$ cat config.mk
export PLATFORM = sky130hd
export DESIGN_NAME = bcd_seq_conv_flat
export DESIGN_NICKNAME = d
export VERILOG_FILES = /design/src/rtl/bcd_seq_conv_if.sv /design/src/rtl/bcd_seq_conv.sv /design/src/flat_wrapper.sv
export SDC_FILE = /design/constraint.sdc
export NUM_CORES = 1
export LEC_CHECK = 0
export BUFFER_PORTS_ARGS = -buffer_cell sky130_fd_sc_hd__buf_2
export CELL_PAD_IN_SITES_DETAIL_PLACEMENT = 2
export CELL_PAD_IN_SITES_GLOBAL_PLACEMENT = 2
export CORE_ASPECT_RATIO = 1.25
export CORE_MARGIN = 2
export CORE_UTILIZATION = 35
export CTS_CLUSTER_DIAMETER = 120
export DETAILED_ROUTE_END_ITERATION = 8
export PLACE_DENSITY = 0.86
export SYNTH_ARGS = -nofsm -noshare
export SYNTH_HDL_FRONTEND = slang
export SYNTH_SLANG_ARGS = --single-unit
$ cat constraint.sdc
create_clock -name clk -period 2.6 [get_ports clk]
set_input_delay 0.78 -clock clk [delete_from_list [all_inputs] [get_ports clk]]
set_output_delay 0.78 -clock clk [all_outputs]
set_load 0.005 [all_outputs]
$ cat src/rtl/bcd_seq_conv_if.sv
// Handshake bundle between a distance producer and the sequential BCD converter.
// The master drives the request and binary value; the slave returns the BCD result and status.
interface bcd_seq_conv_if #(
    parameter int BIN_W  = 24,
    parameter int DIGITS = 8
);
    logic                  start;
    logic [BIN_W-1:0]      bin;
    logic [4*DIGITS-1:0]   bcd;
    logic                  busy;
    logic                  done;
    logic                  overflow;

    modport master (
        output start, bin,
        input  bcd, busy, done, overflow
    );

    modport slave (
        input  start, bin,
        output bcd, busy, done, overflow
    );
endinterface

$ cat src/rtl/bcd_seq_conv.sv
// Sequential double-dabble binary-to-BCD converter: one shift per clock, result register
// updated only when a conversion completes, so the display never sees partial digits.
module bcd_seq_conv #(
    parameter int BIN_W  = 24,
    parameter int DIGITS = 8
) (
    input  logic           clk,
    input  logic           n_rst,
    bcd_seq_conv_if.slave  bus
);
    localparam int BCD_W = 4 * DIGITS;
    localparam int CNT_W = $clog2(BIN_W + 1);
    localparam logic [BCD_W-1:0] ALL_NINES = {DIGITS{4'h9}};

    typedef enum logic [1:0] {
        IDLE  = 2'd0,
        SHIFT = 2'd1,
        DONE  = 2'd2
    } state_t;

    state_t            state;
    state_t            next_state;

    logic [BIN_W-1:0]  shift_reg;
    logic [BCD_W-1:0]  work_bcd;
    logic              ovf_flag;
    logic [CNT_W-1:0]  cnt;
    logic [BCD_W-1:0]  bcd_reg;
    logic              ovf_reg;

    logic [BCD_W-1:0]  adj_bcd;
    logic [BCD_W:0]    wide_bcd;
    logic [BCD_W-1:0]  nxt_bcd;
    logic [BIN_W-1:0]  nxt_shift;
    logic              nxt_ovf;
    logic              last;

    // Add-3 per 4-bit digit, then shift; the extra top bit of wide_bcd is the lost carry.
    always_comb begin
        adj_bcd = work_bcd;
        for (int i = 0; i < DIGITS; i++) begin
            if (work_bcd[4*i +: 4] >= 4'd5) begin
                adj_bcd[4*i +: 4] = work_bcd[4*i +: 4] + 4'd3;
            end
        end
        wide_bcd  = {adj_bcd, shift_reg[BIN_W-1]};
        nxt_bcd   = wide_bcd[BCD_W-1:0];
        nxt_shift = {shift_reg[BIN_W-2:0], 1'b0};
        last      = (cnt == CNT_W'(1));
        nxt_ovf   = ovf_flag | wide_bcd[BCD_W]
                  | (last & (wide_bcd[BCD_W-1 -: 4] > 4'd9));
    end

    always_ff @(posedge clk) begin
        if (!n_rst) begin
            state <= IDLE;
        end else begin
            state <= next_state;
        end
    end

    always_comb begin
        next_state = state;
        case (state)
            IDLE:    if (bus.start) next_state = SHIFT;
            SHIFT:   if (last)      next_state = DONE;
            DONE:                   next_state = IDLE;
            default:                next_state = IDLE;
        endcase
    end

    // The result register loads on the final shift so it is already valid while done is high.
    always_ff @(posedge clk) begin
        if (!n_rst) begin
            shift_reg <= '0;
            work_bcd  <= '0;
            ovf_flag  <= 1'b0;
            cnt       <= '0;
            bcd_reg   <= '0;
            ovf_reg   <= 1'b0;
        end else begin
            case (state)
                IDLE: begin
                    if (bus.start) begin
                        shift_reg <= bus.bin;
                        work_bcd  <= '0;
                        ovf_flag  <= 1'b0;
                        cnt       <= CNT_W'(BIN_W);
                    end
                end
                SHIFT: begin
                    shift_reg <= nxt_shift;
                    work_bcd  <= nxt_bcd;
                    ovf_flag  <= nxt_ovf;
                    cnt       <= cnt - CNT_W'(1);
                    if (last) begin
                        bcd_reg <= nxt_ovf ? ALL_NINES : nxt_bcd;
                        ovf_reg <= nxt_ovf;
                    end
                end
                default: begin
                end
            endcase
        end
    end

    assign bus.bcd      = bcd_reg;
    assign bus.overflow = ovf_reg;
    assign bus.busy     = (state != IDLE);
    assign bus.done     = (state == DONE);
endmodule
$ cat src/flat_wrapper.sv
// flat-port wrapper written by rule: the top's interface ports become plain ports
module bcd_seq_conv_flat 
#(
    parameter int BIN_W  = 24,
    parameter int DIGITS = 8
)
  (clk, n_rst, bus_start, bus_bin, bus_bcd, bus_busy, bus_done, bus_overflow);
  bcd_seq_conv_if #(.BIN_W(BIN_W), .DIGITS(DIGITS)) bus_i ();
  input  logic clk;
  input  logic n_rst;
  input wire logic [$bits(bus_i.start)-1:0] bus_start;
  input wire logic [$bits(bus_i.bin)-1:0] bus_bin;
  output wire logic [$bits(bus_i.bcd)-1:0] bus_bcd;
  output wire logic [$bits(bus_i.busy)-1:0] bus_busy;
  output wire logic [$bits(bus_i.done)-1:0] bus_done;
  output wire logic [$bits(bus_i.overflow)-1:0] bus_overflow;
  assign bus_i.start = bus_start;
  assign bus_i.bin = bus_bin;
  assign bus_bcd = bus_i.bcd;
  assign bus_busy = bus_i.busy;
  assign bus_done = bus_i.done;
  assign bus_overflow = bus_i.overflow;
  bcd_seq_conv #(.BIN_W(BIN_W), .DIGITS(DIGITS)) u_core (.clk(clk), .n_rst(n_rst), .bus(bus_i));
endmodule
==> flow_results.xml, run 1 <==
<?xml version="1.0" encoding="UTF-8"?>
<metrics>
  <group name="sta">
    <metric name="relative_slew_slack" unit="">0.418</metric>
    <metric name="clock.fmax" unit="GHz">0.408</metric>
    <metric name="skew" unit="ns">0.00960</metric>
    <metric name="rsz0062_at_grt" unit="">no</metric>
    <metric name="slew_violations" unit="">0</metric>
    <metric name="timing_hold_violations_final" unit="">0</metric>
    <metric name="hold_slack" unit="ns">0.466</metric>
    <metric name="tns" unit="ns">0</metric>
    <metric name="tightestPinTransition" unit="ns">0.868</metric>
    <metric name="finalCriticalPeriod" unit="ns">2.45</metric>
    <metric name="timing.final.setup_violations" unit="">0</metric>
    <metric name="final_min_period_over_clock_period" unit="">0.942</metric>
  </group>
  <group name="die">
    <metric name="rows" unit="">47</metric>
    <metric name="die_w" unit="µm">107</metric>
    <metric name="initial_core_util" unit="">0.354</metric>
    <metric name="io_pins" unit="">62</metric>
    <metric name="die_span_y" unit="µm">133</metric>
    <metric name="core_area" unit="mm²">0.0131</metric>
    <metric name="area_of_the_die" unit="mm²">0.0142</metric>
  </group>
  <group name="setup_path">
    <metric name="r2r.worst_path.cells" unit="">7</metric>
    <metric name="timing.critical_path.cells" unit="">inv_1 &gt; ha_1 &gt; nand2b_1 &gt; a21o_1 &gt; mux2i_1 &gt; o31ai_2 &gt; o221a_1</metric>
    <metric name="slowest_stage" unit="">sky130_fd_sc_hd__o31ai_2</metric>
    <metric name="critical_path.max_stage_delay" unit="ns">0.71</metric>
    <metric name="path_class" unit="">reg -&gt; reg</metric>
    <metric name="critical_path.reg2reg.endpoint" unit="">u_core.bus.bcd[8]</metric>
    <metric name="rr_startpoint" unit="">u_core.work_bcd[29]</metric>
    <metric name="reg2reg_slack" unit="ns">0.15</metric>
    <metric name="worst-path-buf-inv" unit="">1</metric>
    <metric name="critPathArrivalTime" unit="ns">2.74</metric>
    <metric name="crit_required" unit="ns">2.89</metric>
    <metric name="timing.critical_path.from_type" unit="">flip-flop</metric>
    <metric name="worst_path_fanout_max" unit="">8</metric>
    <metric name="timing.critical_path.max_delay_family" unit="">compound AO/OA/AOI/OAI gates</metric>
    <metric name="endpoint_kind" unit="">flip-flop</metric>
  </group>
  <group name="clocking">
    <metric name="tritoncts" unit="">built</metric>
    <metric name="cts.sink_count" unit="">97</metric>
    <metric name="clock_tree.htree_level_count" unit="">3</metric>
    <metric name="clock_path_buffers" unit="">2</metric>
    <metric name="worstSkewPairLatency" unit="ns">0.36</metric>
    <metric name="clock_root_cell" unit="">sky130_fd_sc_hd__clkbuf_16</metric>
    <metric name="cts-hold-fix-buffers" unit="">0</metric>
    <metric name="post_cts_buffers" unit="">0</metric>
    <metric name="gates_resized_cts_repair" unit="">0</metric>
    <metric name="cts_made_buffers" unit="">9</metric>
    <metric name="clk_pin_slew" unit="ns">0.07</metric>
  </group>
  <group name="global_routing">
    <metric name="grt_pass1_vias" unit="">4436</metric>
    <metric name="grt_antenna_before_repair" unit="">0</metric>
    <metric name="largest_net_degree_at_the_start_of_global_routing" unit="">113</metric>
    <metric name="global_route.overflow_total" unit="">0</metric>
    <metric name="grt_pass1_wl" unit="mm">22.5</metric>
    <metric name="globalRouteTotalUtil" unit="">0.199</metric>
  </group>
  <group name="finish">
    <metric name="synthToLayoutAreaGrowth" unit="%">17.5</metric>
    <metric name="final_layout_size_suffix_gt1_frac" unit="">0.184</metric>
    <metric name="fillers" unit="">1454</metric>
    <metric name="fin_nets" unit="">610</metric>
    <metric name="n_antenna_cell" unit="">0</metric>
  </group>
  <group name="routing">
    <metric name="met2WireLength" unit="mm">7.02</metric>
    <metric name="route.layer.met1.wl" unit="mm">5.59</metric>
    <metric name="firstDrtPassIters" unit="">4</metric>
    <metric name="dr_wl_met3" unit="µm">418</metric>
    <metric name="routed_wire_length_per_instance" unit="µm">18.0</metric>
    <metric name="wirelength" unit="mm">13.3</metric>
    <metric name="top_signal_layer_used" unit="">met4</metric>
    <metric name="viasPerCell" unit="">5.54</metric>
    <metric name="antenna_left" unit="">0</metric>
    <metric name="drc" unit="">0</metric>
    <metric name="vias" unit="">4103</metric>
    <metric name="dr.first_iter.drc_count" unit="">116</metric>
  </group>
  <group name="placed_design">
    <metric name="routabilityCongestion" unit="">0.817</metric>
    <metric name="port-buffer-count" unit="">61</metric>
    <metric name="dp_hpwl" unit="mm">9.08</metric>
  </group>
  <group name="hold_path">
    <metric name="holdPathStages" unit="">2</metric>
    <metric name="worst_hold_path_ep" unit="">u_core.bus.bcd[30]</metric>
    <metric name="worst_hold_path_type" unit="">reg -&gt; reg</metric>
    <metric name="hold_path.startpoint" unit="">u_core.bus.bcd[30]</metric>
  </group>
  <group name="power_and_ir_drop">
    <metric name="cellInternalPower" unit="mW">2.44</metric>
    <metric name="peak_ir_drop_on_the_vdd_network" unit="µV">250</metric>
    <metric name="clockPowerShare" unit="">0.418</metric>
    <metric name="pwr-share-comb" unit="">0.097</metric>
    <metric name="net-switching-power" unit="µW">816</metric>
    <metric name="power_density" unit="mW/mm²">598</metric>
    <metric name="power_frac_seq" unit="">0.485</metric>
    <metric name="swShare" unit="">0.250</metric>
    <metric name="power.leakage" unit="nW">2.35</metric>
  </group>
  <group name="synth">
    <metric name="synth_area" unit="mm²">0.00464</metric>
    <metric name="syn_inst" unit="">518</metric>
    <metric name="synthesis.area_per_instance" unit="µm²">8.96</metric>
    <metric name="synth_largest_type_area_fraction" unit="">0.418</metric>
    <metric name="synth-main-ff-cell" unit="">sky130_fd_sc_hd__dfxtp_1</metric>
    <metric name="yosys.area.top_type" unit="">sky130_fd_sc_hd__dfxtp_1</metric>
    <metric name="ys.warnings.count" unit="">0</metric>
    <metric name="synth.yosys.seq_area_share" unit="">0.418</metric>
    <metric name="synth_top_cells_by_area" unit="">sky130_fd_sc_hd__dfxtp_1 (42%), sky130_fd_sc_hd__ha_1 (4.9%), sky130_fd_sc_hd__nand2_1 (4.8%)</metric>
    <metric name="synth_most_common_cell" unit="">sky130_fd_sc_hd__dfxtp_1</metric>
    <metric name="synth_seq_cells" unit="">97</metric>
    <metric name="synth_enable_flop_cells" unit="">0</metric>
    <metric name="synthTopCellsByCount" unit="">sky130_fd_sc_hd__dfxtp_1 (97), sky130_fd_sc_hd__nand2_1 (59), sky130_fd_sc_hd__o21ai_0 (33), sky130_fd_sc_hd__nor2b_1 (31), sky130_fd_sc_hd__clkbuf_1 (30)</metric>
    <metric name="mappedNetlistNets" unit="">563</metric>
    <metric name="yosysUniqueCellTypes" unit="">43</metric>
    <metric name="asyncSetResetFlopFracSynth" unit="">0</metric>
  </group>
  <group name="outcome">
    <metric name="run_status" unit="">complete, no violations</metric>
  </group>
  <group name="job">
    <metric name="max_cap_violations" unit="">0</metric>
  </group>
</metrics>
-- power by group through the flow --
stage	Combinational (mW)	Sequential (mW)	Clock, mW
2_1_floorplan	0.216	1.60	0
3_3_place_gp	0.306	1.61	0
3_5_place_dp	0.320	1.62	0
4_1_cts	0.326	1.58	1.40
5_1_grt	0.358	1.59	1.46
6_report	0.317	1.58	1.36
-- layout by cell type (no fill, tap or decap), types with 17 or more instances in the layout --
| cell | count |
|---|---|
| sky130_fd_sc_hd__nor2b_1 | 30 |
| sky130_fd_sc_hd__o21ai_0 | 33 |
| sky130_fd_sc_hd__inv_1 | 19 |
| sky130_fd_sc_hd__dfxtp_1 | 97 |
| sky130_fd_sc_hd__o211a_1 | 19 |
| sky130_fd_sc_hd__a22oi_1 | 24 |
| sky130_fd_sc_hd__nand2_1 | 59 |
| sky130_fd_sc_hd__a21oi_1 | 27 |
| sky130_fd_sc_hd__ha_1 | 18 |
| sky130_fd_sc_hd__buf_2 | 61 |
| sky130_fd_sc_hd__nand3_1 | 18 |
| sky130_fd_sc_hd__nand2b_1 | 17 |
-- cell families (layout without fill, tap and decap cells) --
kind of cell | count (synthesis) | after routing | synth area share
xor+xnor | 8 | 8 | 0.0151
buf+inv | 57 | 109 | 0.0480
fa+ha+maj | 18 | 18 | 0.0485
simple gates | 178 | 178 | 0.205
mux | 9 | 9 | 0.0197
compound gates | 151 | 151 | 0.245
flops | 97 | 97 | 0.418
-- worst register-to-register path, cell delays in order (launching register included) --
cell,delay [ns]
sky130_fd_sc_hd__dfxtp_1,0.43
sky130_fd_sc_hd__inv_1,0.12
sky130_fd_sc_hd__ha_1,0.20
sky130_fd_sc_hd__nand2b_1,0.17
sky130_fd_sc_hd__a21o_1,0.26
sky130_fd_sc_hd__mux2i_1,0.17
sky130_fd_sc_hd__o31ai_2,0.71
sky130_fd_sc_hd__o221a_1,0.33
-- stage by stage --
step	util	power, mW	area, µm²	instances	worst slack (ns)
2_1_floorplan	-	1.82	4640	518	0.557
3_3_place_gp	0.393	1.92	5160	725	0.388
3_5_place_dp	0.393	1.94	5160	725	0.187
4_1_cts	0.416	3.31	5450	741	0.176
5_1_grt	0.416	3.41	5450	741	0.0597
6_report	0.416	3.26	5450	741	0.151
-- cell type report --
class / count / area (µm²) / share of cell area
multi-input cells: 364 / 2490 / 0.456
flip-flops and latches: 97 / 1940 / 0.356
repair buffers: 74 / 440 / 0.0808
clock buffers: 11 / 243 / 0.0445
well taps: 171 / 214 / 0.0392
inverters: 19 / 71.3 / 0.0131
clock inverters: 5 / 55.1 / 0.0101
-- how the worst max path moves through the flow --
stage,startpoint,end,slack (ns),cells past startpoint
4_1_cts,u_core.work_bcd[29],u_core.bus.bcd[8],0.18,7
6_report,u_core.work_bcd[29],u_core.bus.bcd[8],0.15,7
3_3_place_gp,u_core.work_bcd[29],u_core.bus.bcd[8],0.39,7
3_5_place_dp,u_core.work_bcd[29],u_core.bus.bcd[27],0.19,7
2_1_floorplan,u_core.work_bcd[29],u_core.bus.bcd[21],0.56,9
5_1_grt,u_core.work_bcd[29],u_core.bus.bcd[0],0.06,7
-- metal layers --
metal,track usage,vias to the layer above
met3,0.0251,17
met1,0.228,2052
met4,0.0859,0
met2,0.365,77
met5,0,-
li1,-,1957
(Power assumes the default switching activity.)
==> run 2: changes to the inputs <==
GPL_TIMING_DRIVEN = 0   (was unset)
==> flow_results.xml, run 2 (synthesis gave the netlist of run 1 again) <==
<?xml version="1.0" encoding="UTF-8"?>
<metrics>
  <group name="power_and_ir_drop">
    <metric name="pwr-share-comb" unit="">0.106</metric>
    <metric name="cellInternalPower" unit="mW">2.39</metric>
    <metric name="swShare" unit="">0.255</metric>
    <metric name="peak_ir_drop_on_the_vdd_network" unit="µV">355</metric>
    <metric name="power_frac_seq" unit="">0.492</metric>
    <metric name="net-switching-power" unit="µW">820</metric>
    <metric name="power.leakage" unit="nW">2.34</metric>
    <metric name="totalPowerFinal" unit="mW">3.21</metric>
    <metric name="clockPowerShare" unit="">0.401</metric>
    <metric name="power_density" unit="mW/mm²">587</metric>
  </group>
  <group name="clocking">
    <metric name="clock_tree.htree_level_count" unit="">3</metric>
    <metric name="cts_made_buffers" unit="">9</metric>
    <metric name="tritoncts" unit="">built</metric>
    <metric name="cts.sink_count" unit="">97</metric>
    <metric name="cts-hold-fix-buffers" unit="">0</metric>
    <metric name="clock_path_buffers" unit="">2</metric>
    <metric name="clock_root_cell" unit="">sky130_fd_sc_hd__clkbuf_16</metric>
    <metric name="clk_pin_slew" unit="ns">0.07</metric>
    <metric name="worstSkewPairLatency" unit="ns">0.35</metric>
  </group>
  <group name="setup_path">
    <metric name="reg2reg_slack" unit="ns">0.18</metric>
    <metric name="worst-path-buf-inv" unit="">3</metric>
    <metric name="slowest_stage" unit="">sky130_fd_sc_hd__dfxtp_1</metric>
    <metric name="endpoint_kind" unit="">flip-flop</metric>
    <metric name="timing.critical_path.from_type" unit="">flip-flop</metric>
    <metric name="critPathArrivalTime" unit="ns">2.71</metric>
    <metric name="path_class" unit="">reg -&gt; reg</metric>
    <metric name="timing.critical_path.cells" unit="">inv_1 &gt; ha_1 &gt; nand2b_1 &gt; nor3b_1 &gt; a2111oi_4 &gt; buf_4 &gt; buf_2 &gt; and3_1 &gt; a32o_1</metric>
    <metric name="worst_path_fanout_max" unit="">10</metric>
    <metric name="critical_path.max_stage_delay" unit="ns">0.48</metric>
    <metric name="timing.critical_path.max_delay_family" unit="">buffers and inverters</metric>
    <metric name="crit_required" unit="ns">2.89</metric>
  </group>
  <group name="routing">
    <metric name="vias" unit="">4238</metric>
    <metric name="dr.first_iter.drc_count" unit="">172</metric>
    <metric name="viasPerCell" unit="">5.54</metric>
    <metric name="wirelength" unit="mm">15.5</metric>
    <metric name="antenna_left" unit="">0</metric>
    <metric name="firstDrtPassIters" unit="">4</metric>
    <metric name="drc" unit="">0</metric>
    <metric name="routed_wire_length_per_instance" unit="µm">20.2</metric>
  </group>
  <group name="placed_design">
    <metric name="worst_slack_at_placement" unit="ns">0.0649</metric>
    <metric name="routabilityCongestion" unit="">0.810</metric>
    <metric name="port-buffer-count" unit="">60</metric>
    <metric name="dp_hpwl" unit="mm">11.0</metric>
    <metric name="placed_area" unit="mm²">0.00516</metric>
  </group>
  <group name="sta">
    <metric name="rsz0062_at_grt" unit="">no</metric>
    <metric name="clock.fmax" unit="GHz">0.413</metric>
    <metric name="finalCriticalPeriod" unit="ns">2.42</metric>
    <metric name="tns" unit="ns">0</metric>
    <metric name="timing_hold_violations_final" unit="">0</metric>
    <metric name="slew_violations" unit="">0</metric>
    <metric name="relative_slew_slack" unit="">0.493</metric>
    <metric name="timing.final.setup_violations" unit="">0</metric>
    <metric name="setup_ws" unit="ns">0.176</metric>
    <metric name="skew" unit="ns">0.00810</metric>
    <metric name="tightestPinTransition" unit="ns">0.760</metric>
    <metric name="final_min_period_over_clock_period" unit="">0.932</metric>
  </group>
  <group name="finish">
    <metric name="final_instance_area" unit="mm²">0.00548</metric>
    <metric name="final_layout_size_suffix_gt1_frac" unit="">0.167</metric>
    <metric name="layout_commonest_cell" unit="">sky130_fd_sc_hd__dfxtp_1</metric>
    <metric name="n_antenna_cell" unit="">0</metric>
    <metric name="synthToLayoutAreaGrowth" unit="%">17.9</metric>
    <metric name="post-route-util" unit="">0.418</metric>
    <metric name="commonest_cells_after_routing_fill_and_taps_aside" unit="">sky130_fd_sc_hd__dfxtp_1 (97), sky130_fd_sc_hd__buf_2 (63), sky130_fd_sc_hd__nand2_1 (59)</metric>
    <metric name="fillers" unit="">1476</metric>
    <metric name="fin_nets" unit="">635</metric>
  </group>
  <group name="job">
    <metric name="max_cap_violations" unit="">0</metric>
  </group>
  <group name="die">
    <metric name="io_pins" unit="">62</metric>
    <metric name="area_of_the_die" unit="mm²">0.0142</metric>
    <metric name="die_span_y" unit="µm">133</metric>
    <metric name="initial_core_util" unit="">0.354</metric>
    <metric name="rows" unit="">47</metric>
    <metric name="core_area" unit="mm²">0.0131</metric>
    <metric name="die_w" unit="µm">107</metric>
  </group>
  <group name="outcome">
    <metric name="run_status" unit="">complete, no violations</metric>
  </group>
  <group name="global_routing">
    <metric name="globalRouteTotalUtil" unit="">0.228</metric>
    <metric name="largest_net_degree_at_the_start_of_global_routing" unit="">15</metric>
    <metric name="grt_antenna_before_repair" unit="">0</metric>
    <metric name="grt_pass1_wl" unit="mm">25.4</metric>
    <metric name="grt_pass1_vias" unit="">4767</metric>
    <metric name="global_route.overflow_total" unit="">0</metric>
  </group>
  <group name="hold_path">
    <metric name="worst_hold_path_type" unit="">reg -&gt; reg</metric>
  </group>
</metrics>
## run 2: cell types whose count changed in the layout (fill, tap and decap cells not counted), sizes merged
| cell | before | now |
|---|---|---|
| bufinv | 1 | 0 |
| buf | 74 | 69 |
| clkinvlp | 2 | 1 |
| clkinv | 2 | 1 |
| clkbuf | 11 | 43 |
## run 2: cell type report
cell class | instances | area (µm²) | area share
clock inverters | 2 | 12.5 | 0.00229
flip-flops and latches | 97 | 1940 | 0.355
well taps | 171 | 214 | 0.0391
plain buffers | 37 | 151 | 0.0277
inverters | 19 | 71.3 | 0.0130
clock buffers | 13 | 270 | 0.0494
repair buffers | 62 | 315 | 0.0576
multi-input cells | 364 | 2500 | 0.456
## run 2: repair_timing
item | CTS | global route
pin swaps | 1 | 0
endpoints found under the setup margin | 9 | 21
setup buffers | 2 | 0
gates resized for setup | 3 | 3
## run 2: final timing paths
kind,start,end,depth (start not counted)
min reg2reg,u_core.bus.bcd[30],u_core.bus.bcd[30],2
min,u_core.bus.bcd[30],u_core.bus.bcd[30],2
max,u_core.work_bcd[29],u_core.bus.bcd[18],9
max reg2reg,u_core.work_bcd[29],u_core.bus.bcd[18],9
## run 2: power by group through the flow
| stage | Clock, mW | Sequential (mW) | Combinational, mW |
|---|---|---|---|
| floorplan | 0 | 1.60 | 0.216 |
| global placement | 0 | 1.61 | 0.320 |
| detailed placement | 0 | 1.61 | 0.337 |
| CTS | 1.31 | 1.58 | 0.344 |
| global route | 1.38 | 1.59 | 0.380 |
| finish | 1.29 | 1.58 | 0.341 |
## run 2: worst register-to-register path, cell delays in order (launching register included)
cell and delay [ns]:
sky130_fd_sc_hd__dfxtp_1 0.48, sky130_fd_sc_hd__inv_1 0.14, sky130_fd_sc_hd__ha_1 0.21, sky130_fd_sc_hd__nand2b_1 0.16, sky130_fd_sc_hd__nor3b_1 0.18, sky130_fd_sc_hd__a2111oi_4 0.43, sky130_fd_sc_hd__buf_4 0.20, sky130_fd_sc_hd__buf_2 0.23
sky130_fd_sc_hd__and3_1 0.21, sky130_fd_sc_hd__a32o_1 0.13
## run 2: layer usage
| layer | global-route usage | part of all wire | routed length [µm] | up-vias |
|---|---|---|---|---|
| li1 | - | - | - | 1995 |
| met3 | 0.0227 | 0.035 | 536 | 16 |
| met5 | 0 | 0 | 0 | - |
| met2 | 0.425 | 0.54 | 8420 | 88 |
| met1 | 0.265 | 0.41 | 6310 | 2139 |
| met4 | 0.0830 | 0.014 | 218 | 0 |
## run 2: through the flow
step           hold slack [ns]  std cells
6_report                 0.480        765
5_1_grt                  0.511        765
2_1_floorplan            0.451        518
4_1_cts                  0.479        766
3_3_place_gp             0.461        749
3_5_place_dp             0.470        749
==> run 3: changes to the inputs <==
CELL_PAD_IN_SITES_DETAIL_PLACEMENT = 0   (was 2)
==> flow_results.xml, run 3 (synthesis gave the netlist of run 1 again) <==
<?xml version="1.0" encoding="UTF-8"?>
<metrics>
  <group name="finish">
    <metric name="ff_latch_area" unit="mm²">0.00194</metric>
    <metric name="fillers" unit="">1356</metric>
    <metric name="final_layout_size_suffix_gt1_frac" unit="">0.163</metric>
    <metric name="layout_commonest_cell" unit="">sky130_fd_sc_hd__dfxtp_1</metric>
    <metric name="multi_input_area" unit="mm²">0.00248</metric>
    <metric name="layoutNonFillerInstCount" unit="">765</metric>
    <metric name="post-route-util" unit="">0.419</metric>
    <metric name="synthToLayoutAreaGrowth" unit="%">18.3</metric>
    <metric name="fin_nets" unit="">634</metric>
    <metric name="n_antenna_cell" unit="">0</metric>
    <metric name="commonest_cells_after_routing_fill_and_taps_aside" unit="">sky130_fd_sc_hd__dfxtp_1 (97), sky130_fd_sc_hd__buf_2 (64), sky130_fd_sc_hd__nand2_1 (59)</metric>
  </group>
  <group name="sta">
    <metric name="clock.fmax" unit="GHz">0.403</metric>
    <metric name="skew" unit="ns">0.0127</metric>
    <metric name="timing_hold_violations_final" unit="">0</metric>
    <metric name="timing.final.setup_violations" unit="">0</metric>
    <metric name="hold_slack" unit="ns">0.465</metric>
    <metric name="slew_violations" unit="">0</metric>
    <metric name="tightestPinTransition" unit="ns">0.933</metric>
    <metric name="relative_slew_slack" unit="">0.375</metric>
    <metric name="finalCriticalPeriod" unit="ns">2.48</metric>
    <metric name="tns" unit="ns">0</metric>
    <metric name="rsz0062_at_grt" unit="">no</metric>
    <metric name="final_min_period_over_clock_period" unit="">0.954</metric>
  </group>
  <group name="setup_path">
    <metric name="path_class" unit="">reg -&gt; reg</metric>
    <metric name="worst_path_fanout_max" unit="">8</metric>
    <metric name="timing.critical_path.from_type" unit="">flip-flop</metric>
    <metric name="critPathArrivalTime" unit="ns">2.76</metric>
    <metric name="critical_path.max_stage_delay" unit="ns">0.76</metric>
    <metric name="worst-path-buf-inv" unit="">1</metric>
    <metric name="slowest_stage" unit="">sky130_fd_sc_hd__o31ai_2</metric>
    <metric name="timing.critical_path.cells" unit="">inv_1 &gt; ha_1 &gt; nand2b_1 &gt; a21o_1 &gt; mux2i_1 &gt; o31ai_2 &gt; o221a_1</metric>
    <metric name="endpoint_kind" unit="">flip-flop</metric>
    <metric name="crit_required" unit="ns">2.88</metric>
    <metric name="timing.critical_path.max_delay_family" unit="">compound AO/OA/AOI/OAI gates</metric>
  </group>
  <group name="die">
    <metric name="initial_core_util" unit="">0.354</metric>
    <metric name="area_of_the_die" unit="mm²">0.0142</metric>
    <metric name="rows" unit="">47</metric>
    <metric name="core_area" unit="mm²">0.0131</metric>
    <metric name="die_w" unit="µm">107</metric>
    <metric name="die_span_y" unit="µm">133</metric>
    <metric name="io_pins" unit="">62</metric>
  </group>
  <group name="clocking">
    <metric name="worstSkewPairLatency" unit="ns">0.35</metric>
    <metric name="clock_root_cell" unit="">sky130_fd_sc_hd__clkbuf_16</metric>
    <metric name="post_cts_buffers" unit="">0</metric>
    <metric name="cts.sink_count" unit="">97</metric>
    <metric name="clk_pin_slew" unit="ns">0.06</metric>
    <metric name="clock_path_buffers" unit="">2</metric>
    <metric name="clock_tree.htree_level_count" unit="">3</metric>
    <metric name="tritoncts" unit="">built</metric>
    <metric name="cts_made_buffers" unit="">9</metric>
  </group>
  <group name="global_routing">
    <metric name="grt_antenna_before_repair" unit="">0</metric>
    <metric name="layer_with_the_highest_usage_after_global_routing" unit="">met2</metric>
    <metric name="grt_pass1_vias" unit="">3879</metric>
    <metric name="grtUsageMet3" unit="">0.0345</metric>
    <metric name="grt_pass1_wl" unit="mm">20.1</metric>
    <metric name="largest_net_degree_at_the_start_of_global_routing" unit="">16</metric>
    <metric name="globalRouteTotalUtil" unit="">0.180</metric>
    <metric name="global_route.overflow_total" unit="">0</metric>
    <metric name="grtUsageMet2" unit="">0.310</metric>
    <metric name="grt.met1_usage" unit="">0.227</metric>
  </group>
  <group name="placed_design">
    <metric name="port-buffer-count" unit="">60</metric>
    <metric name="routabilityCongestion" unit="">0.810</metric>
    <metric name="place_inst" unit="">749</metric>
    <metric name="dp_hpwl" unit="mm">8.81</metric>
  </group>
  <group name="hold_path">
    <metric name="worst_hold_path_type" unit="">reg -&gt; reg</metric>
  </group>
  <group name="routing">
    <metric name="vias" unit="">4044</metric>
    <metric name="wirelength" unit="mm">12.5</metric>
    <metric name="dr.first_iter.drc_count" unit="">188</metric>
    <metric name="antenna_left" unit="">0</metric>
    <metric name="routed_wire_length_per_instance" unit="µm">16.3</metric>
    <metric name="firstDrtPassIters" unit="">4</metric>
    <metric name="viasPerCell" unit="">5.29</metric>
    <metric name="drc" unit="">0</metric>
  </group>
  <group name="outcome">
    <metric name="run_status" unit="">complete, no violations</metric>
  </group>
  <group name="power_and_ir_drop">
    <metric name="totalPowerFinal" unit="mW">3.37</metric>
    <metric name="peak_ir_drop_on_the_vdd_network" unit="µV">473</metric>
    <metric name="power_density" unit="mW/mm²">614</metric>
    <metric name="power.leakage" unit="nW">2.35</metric>
  </group>
  <group name="job">
    <metric name="max_cap_violations" unit="">0</metric>
  </group>
</metrics>
==> run 3: final timing paths <==
| path | endpoint | cells after the start | from | slack, ns |
|---|---|---|---|---|
| max | u_core.bus.bcd[8] | 7 | u_core.work_bcd[29] | 0.12 |
| min | u_core.bus.bcd[30] | 2 | u_core.bus.bcd[30] | 0.46 |
| max reg2reg | u_core.bus.bcd[8] | 7 | u_core.work_bcd[29] | 0.12 |
| min reg2reg | u_core.bus.bcd[30] | 2 | u_core.bus.bcd[30] | 0.46 |
==> run 3: power breakdown <==
| group | switching, mW | total [mW] | internal [mW] |
|---|---|---|---|
| clock network | 0.581 | 1.47 | 0.893 |
| logic | 0.195 | 0.322 | 0.127 |
| registers | 0.0365 | 1.58 | 1.54 |
| total | 0.813 | 3.37 | 2.56 |
==> run 3: stage by stage <==
step / setup WS, ns / area [µm²]
2_1_floorplan: 0.557 / 4640
3_3_place_gp: 0.0974 / 5160
3_5_place_dp: 0.0927 / 5160
4_1_cts: 0.000901 / 5490
5_1_grt: 0.000258 / 5490
6_report: 0.120 / 5490
==> run 3: worst reg2reg max path, cell delays in order, from the launching register on <==
cell	delay, ns
sky130_fd_sc_hd__dfxtp_1	0.45
sky130_fd_sc_hd__inv_1	0.12
sky130_fd_sc_hd__ha_1	0.19
sky130_fd_sc_hd__nand2b_1	0.15
sky130_fd_sc_hd__a21o_1	0.25
sky130_fd_sc_hd__mux2i_1	0.18
sky130_fd_sc_hd__o31ai_2	0.76
sky130_fd_sc_hd__o221a_1	0.32
==> run 3: cell type report <==
type | count | share of cell area
buffer | 38 | 0.0278
clock buffer | 11 | 0.0460
clock inverter | 5 | 0.0141
inverter | 19 | 0.0130
multi-input combinational | 364 | 0.452
sequential | 97 | 0.354
tap | 171 | 0.0390
timing repair buffer | 60 | 0.0547
==> run 3: layer usage <==
layer / vias to the layer above / share of wire
li1: 1997 / -
met1: 1938 / 0.45
met2: 98 / 0.49
met3: 11 / 0.050
met4: 0 / 0.013
met5: - / 0
==> run 3: what timing repair did <==
| action | CTS | global route |
|---|---|---|
| hold buffers | 0 | 0 |
| gates resized for setup | 0 | 3 |
| setup endpoints to repair | 0 | 14 |
